## config.mk

```make
export PLATFORM = sky130hd
export DESIGN_NAME = smpl_source
export DESIGN_NICKNAME = d
export VERILOG_FILES = /design/src/rtl/smpl_source.sv
export SDC_FILE = /design/constraint.sdc
export NUM_CORES = 1
export LEC_CHECK = 0
export ABC_AREA = 0
export ABC_CLOCK_PERIOD_IN_PS = 4050
export BUFFER_PORTS_ARGS = -buffer_cell sky130_fd_sc_hd__buf_4
export CORE_UTILIZATION = 30
export CTS_BUF_LIST = sky130_fd_sc_hd__clkbuf_2 sky130_fd_sc_hd__clkbuf_4 sky130_fd_sc_hd__clkbuf_8
export CTS_CLUSTER_DIAMETER = 30
export DETAILED_ROUTE_END_ITERATION = 12
export PLACE_DENSITY_LB_ADDON = 0.2
export SYNTH_ARGS = -nofsm -noshare
export SYNTH_HDL_FRONTEND = slang
export SYNTH_SLANG_ARGS = --single-unit
```

## constraint.sdc

```tcl
create_clock -name clkSmpl -period 4.05 [get_ports clkSmpl]
set_input_delay 0.405 -clock clkSmpl [delete_from_list [all_inputs] [get_ports clkSmpl]]
set_output_delay 0.405 -clock clkSmpl [all_outputs]
set_load 0.1 [all_outputs]
```

## src/rtl/smpl_source.sv

```systemverilog
// Producer end of the clkSmpl sample stream: decimates raw ADC codes, waits for a
// level-crossing (or timeout) trigger, then streams one marked frame while smpl_req is held.
module smpl_source #(
  parameter int unsigned DW    = 12,
  parameter int unsigned DIV_W = 16,
  parameter int unsigned TO_W  = 20
) (
  input  logic             clkSmpl,
  input  logic             n_reset,
  input  logic             adc_valid,
  input  logic [DW-1:0]    adc_data,
  input  logic [DIV_W-1:0] div,
  input  logic [DW-1:0]    trig_level,
  input  logic             trig_edge,
  input  logic             trig_auto,
  input  logic [TO_W-1:0]  trig_timeout,
  input  logic             smpl_req,
  output logic             smpl_valid,
  output logic [15:0]      smpl,
  output logic             triggered,
  output logic             forced
);

  typedef enum logic [1:0] {
    IDLE   = 2'd0,
    ARM    = 2'd1,
    STREAM = 2'd2
  } state_t;

  state_t           state;

  // Frame configuration, frozen for the whole frame at arm time
  logic [DIV_W-1:0] div_q;
  logic [DW-1:0]    level_q;
  logic             edge_q;
  logic             auto_q;
  logic [TO_W-1:0]  timeout_q;

  logic [DIV_W-1:0] dcnt;
  logic [TO_W-1:0]  tcnt;
  logic [DW-1:0]    prev;
  logic             have_prev;

  logic dvalid_c;
  logic rise_c;
  logic fall_c;
  logic edge_hit_c;
  logic timeout_hit_c;
  logic trig_c;

  // Decimated sample strobe and trigger qualification on the incoming code
  assign dvalid_c      = (state != IDLE) && adc_valid && (dcnt == div_q);
  assign rise_c        = have_prev && (prev < level_q) && (adc_data >= level_q);
  assign fall_c        = have_prev && (prev > level_q) && (adc_data <= level_q);
  assign edge_hit_c    = edge_q ? fall_c : rise_c;
  assign timeout_hit_c = auto_q && (tcnt == timeout_q);
  assign trig_c        = (state == ARM) && dvalid_c && (edge_hit_c || timeout_hit_c);

  always_ff @(posedge clkSmpl or negedge n_reset) begin
    if (!n_reset) begin
      state      <= IDLE;
      div_q      <= '0;
      level_q    <= '0;
      edge_q     <= 1'b0;
      auto_q     <= 1'b0;
      timeout_q  <= '0;
      dcnt       <= '0;
      tcnt       <= '0;
      prev       <= '0;
      have_prev  <= 1'b0;
      smpl_valid <= 1'b0;
      smpl       <= '0;
      triggered  <= 1'b0;
      forced     <= 1'b0;
    end else begin
      smpl_valid <= 1'b0;

      // Decimation counter only advances on valid codes while armed or streaming
      if ((state != IDLE) && adc_valid) begin
        if (dcnt == div_q) begin
          dcnt <= '0;
        end else begin
          dcnt <= dcnt + DIV_W'(1);
        end
      end

      case (state)
        IDLE: begin
          triggered <= 1'b0;
          if (smpl_req) begin
            state     <= ARM;
            div_q     <= div;
            level_q   <= trig_level;
            edge_q    <= trig_edge;
            auto_q    <= trig_auto;
            timeout_q <= trig_timeout;
            dcnt      <= '0;
            tcnt      <= '0;
            have_prev <= 1'b0;
            forced    <= 1'b0;
          end
        end

        ARM: begin
          if (dvalid_c) begin
            prev      <= adc_data;
            have_prev <= 1'b1;
            if (tcnt != '1) begin
              tcnt <= tcnt + TO_W'(1);
            end
          end
          // A triggering sample is emitted even when smpl_req drops in the same cycle
          if (trig_c) begin
            smpl_valid <= 1'b1;
            smpl       <= {1'b1, adc_data, 3'b000};
            triggered  <= smpl_req;
            forced     <= !edge_hit_c;
          end
          if (!smpl_req) begin
            state <= IDLE;
          end else if (trig_c) begin
            state <= STREAM;
          end
        end

        STREAM: begin
          if (dvalid_c) begin
            smpl_valid <= 1'b1;
            smpl       <= {1'b0, adc_data, 3'b000};
          end
          if (!smpl_req) begin
            state     <= IDLE;
            triggered <= 1'b0;
          end
        end

        default: begin
          state     <= IDLE;
          triggered <= 1'b0;
        end
      endcase
    end
  end

endmodule

```

==> Implementation_results.wiki <==
{| class="wikitable"
! Metric !! Value
|-
| Combinational power share || a little over two fifths
|-
| Delay of the slowest cell on the worst path || 0.70 ns
|-
| Net total in the final layout || ~740
|-
| Net Sw Frac || between 40% and 50%
|-
| Number of enable flip-flop cells after synthesis || 0
|-
| Vias/cell || roughly 4.8
|-
| Area enclosed by the die boundary || around 0.021 mm²
|-
| Synthesized cell area || 0.00618 mm²
|-
| Detailed-placement wirelength estimate || 10,300 µm
|-
| Highest clock frequency the design can meet || around 0.32 GHz
|-
| Via count of the routed design || 4,433
|-
| Effective utilization at floorplan || 30.5%
|-
| Global-route wire length before repair || between 20,000 and 25,000 µm
|-
| Final number of max-transition violations || 0
|-
| IO Pins || 85
|-
| Fraction of the core area covered by cells at the end of the flow || a little under two fifths
|-
| Relative slew margins || a little over a third
|-
| Syn-to-layout area delta || 20.4%
|-
| Time the worst path needs with I/O delays and setup || between 3 and 4 ns
|-
| Sequential power share || ~37%
|-
| Global-route usage over all layers || between 10% and 20%
|-
| TritonRoute pass-1 iters || 4
|-
| Hold Path Class || in2async
|-
| Routed length per instance || roughly 15 µm
|-
| DRT Wirelength || roughly 14,000 µm
|-
| Setup repair after global routing missed its margin || no
|-
| Cts hold-fix bufs || 0
|-
| Minimum setup slack among reg-to-reg paths || about 0.9 ns
|-
| Peak supply drop || about 0.00027 V
|-
| Number of instances in the synthesized netlist || about 560
|-
| Critical path capture point || smpl[3]
|-
| Critical path endpoint category || flop
|-
| Net load switching power || between 0.0015 and 0.002 W
|-
| Area leader, netlist || sky130_fd_sc_hd__dfrtp_1
|-
| Number of remaining DRC errors || 0
|-
| FF-to-FF Start || level_q[1]
|-
| Share of post-route cells with drive strength above 1 || a little over 30%
|-
| Initial antenna violation count || 1
|-
| Final count of negative-setup-slack endpoints || 0
|-
| Multi-input logic area || 0.00307 mm²
|-
| Number of resized instances in the post-cts repair step || 0
|-
| H-Tree Level Count || 4
|-
| Max Cap Viol || 0
|-
| Maximum count of clock buffers along a single path || 2
|-
| Final clock skew || 0.00989 ns
|-
| Critical path type || reg2reg
|-
| Clk pin slew, worst setup/hold paths || about 0.080 ns
|-
| Signal arrival time at the worst endpoint || about 3.5 ns
|-
| Number of buffers added for setup after CTS || 0
|-
| Clk_lat worst skew || 0.44 ns
|-
| CTS tree || built
|-
| Buffers on Ports || slightly above 80
|-
| Sum Neg Setup Slack || 0 ns
|-
| Total of warnings raised by yosys || 0
|-
| Static Leakage || roughly 3.3 nW
|-
| Clock network fraction of design power || a little over a fifth
|-
| Worst setup SP type || flop
|-
| Leftover overflow at the end of global routing || 0
|-
| Rows || between 50 and 60
|-
| Unique cell type count in the Yosys netlist || 53
|-
| Number of clock sinks || roughly 120
|-
| Mean Syn Cell Area || around 11 µm²
|-
| Final cycle utilization of the critical path || about four fifths
|-
| Highest-delay cell along the critical path || sky130_fd_sc_hd__or4b_2
|-
| Post-synthesis register bit count || approximately 120
|-
| Async set-or-reset flop fraction in the synthesized netlist || 100%
|-
| Vias in the first global route || 4,682
|-
| Yosys top cell area share || a little under half
|-
| Req. time, crit path || 4.37 ns
|-
| Most used flip-flop cell after synthesis || sky130_fd_sc_hd__dfrtp_1
|-
| X dimension of the die || 146 µm
|-
| Critical Path, Cell by Cell || inv_1, ha_1, nor2b_1, o211ai_1, a211oi_1, or3_1, or4b_2, a31oi_4, o21ai_2, mux2_1
|-
| Number of buffers inserted during clock tree synthesis || 17
|-
| Area taken by flip-flops and latches || 0.00293 mm²
|-
| Result of the run || completed
|-
| Fraction of the yosys area taken by sequential cells || 47.4%
|-
| Top area cells in the synthesized netlist || sky130_fd_sc_hd__dfrtp_1 47%, sky130_fd_sc_hd__mux2_2 11%, sky130_fd_sc_hd__xnor2_1 6.4%, sky130_fd_sc_hd__ha_1 5.9%, sky130_fd_sc_hd__nor2_1 3.2%
|-
| Maximum number of pins on one net before global-route repair || 72
|-
| Internal power || between 0.002 and 0.003 W
|-
| CTS Root Buffer Type || sky130_fd_sc_hd__clkbuf_8
|-
| Final weighted congestion in routability-driven placement || between 0.8 and 0.9
|-
| Placeable core region || 0.0202 mm²
|-
| Crit path launch || level_q[1]
|-
| Initial drt markers || between 150 and 200
|-
| Maximum fanout along the worst path || 12
|-
| Cell depth of the worst flop-to-flop path || 10
|-
| Vert. Die Dim || ~150 µm
|-
| Final hold violations || 0
|-
| Final antenna-violating net count || 0
|-
| Fillcell total || between 1,500 and 2,000
|-
| Areal power density over the cells || roughly 620 mW/mm²
|-
| Critical register-to-register path endpoint || smpl[3]
|-
| Pin slew with the least headroom to its limit || 0.954 ns
|}
[stage by stage]
| stage | cells | instance area (µm²) | worst slack [ns] | hold slack [ns] | total power [W] |
|---|---|---|---|---|---|
| after floorplan | 561 | 6190 | 1.17 | 0.109 | 0.00321 |
| after global placement | 899 | 7080 | 0.934 | 0.478 | 0.00368 |
| after detailed placement | 899 | 7080 | 0.871 | 0.494 | 0.00372 |
| after CTS | 931 | 7440 | 0.831 | 0.140 | 0.00472 |
| after global routing | 931 | 7440 | 0.694 | 0.149 | 0.00495 |
| final | 932 | 7440 | 0.887 | 0.0932 | 0.00464 |
[per-layer routing]
layer / vias to the layer above / track usage, % / share of wire (%)
met5: - / 0 / 0
met4: 0 / 3.74 / 0.87
met3: 9 / 4.33 / 4.1
met2: 94 / 23.7 / 49
met1: 2189 / 17.7 / 46
li1: 2141 / - / -
[worst max-delay path, delay by kind of cell, from the launching register on]
family / cells / cell delay (ns)
flops: 1 / 0.34
compound gates: 4 / 0.71
buf+inv: 1 / 0.06
fa+ha+maj: 1 / 0.30
mux: 1 / 0.40
simple gates: 3 / 1.24
[synthesized netlist by cell type, types with 5 or more instances]
cell and instances:
sky130_fd_sc_hd__dfrtp_1 117, sky130_fd_sc_hd__mux2_2 61, sky130_fd_sc_hd__nor2_1 53, sky130_fd_sc_hd__xnor2_1 45
sky130_fd_sc_hd__nand2_1 37, sky130_fd_sc_hd__ha_1 29, sky130_fd_sc_hd__inv_1 25, sky130_fd_sc_hd__nand4_1 21
sky130_fd_sc_hd__xor2_1 19, sky130_fd_sc_hd__nand3_1 16, sky130_fd_sc_hd__a21oi_1 15, sky130_fd_sc_hd__clkbuf_1 14
sky130_fd_sc_hd__nor4_1 14, sky130_fd_sc_hd__o21ai_0 12, sky130_fd_sc_hd__mux2_4 10, sky130_fd_sc_hd__and4_1 5
sky130_fd_sc_hd__nor3_1 5
[registers in the layout (all words and copies together), names as in the netlist, 2 cells and up]
name and count:
tcnt 20, prev 12, state 2, dcnt 16, level_q 12, smpl 13, timeout_q 20, div_q 16
[power by group through the flow]
stage | combinational [W] | clock (W) | sequential (W)
6_report | 0.00194 | 0.000964 | 0.00174
5_1_grt | 0.00210 | 0.00107 | 0.00178
4_1_cts | 0.00197 | 0.00101 | 0.00174
3_5_place_dp | 0.00196 | 0 | 0.00177
3_3_place_gp | 0.00193 | 0 | 0.00176
2_1_floorplan | 0.00105 | 0 | 0.00216
[area by class of cell]
class | count | area share (%)
tap | 270 | 4.54
multi-input combinational | 400 | 41.3
clock inverter | 15 | 1.63
clock buffer | 17 | 3.14
antenna | 1 | 0.0336
sequential | 117 | 39.3
timing repair buffer | 87 | 8.78
inverter | 25 | 1.26
[cells by family (layout without fill, tap and decap cells)]
family	after synthesis	in the layout	share of synthesized area, %
XOR/XNOR	67	67	9.86
AND/OR/NAND/NOR	178	178	14.6
AO/OA/AOI/OAI	50	50	5.24
multiplexers	73	73	13.9
buffers and inverters	44	144	3.10
other	1	4	0.0607
flip-flops	117	117	47.4
adder cells (fa/ha/maj)	29	29	5.87
[worst min-delay path by stage]
stage / startpoint / to / slack [ns]
after floorplan: n_reset / auto_q / 0.11
after global routing: trig_timeout[12] / timeout_q[12] / 0.15
after detailed placement: level_q[10] / level_q[10] / 0.49
final: n_reset / div_q[1] / 0.09
after global placement: smpl[15] / smpl[15] / 0.48
after CTS: n_reset / div_q[1] / 0.14
[layout by cell type (no fill, tap or decap), drive strengths merged, types with 19 or more instances in the layout]
cell type    n
nand2       37
dfrtp      117
xor2        19
mux2        73
inv         31
nand4       21
ha          29
xnor2       48
nor2        53
buf         87
Note: power is estimated with default switching activity, not from simulation.
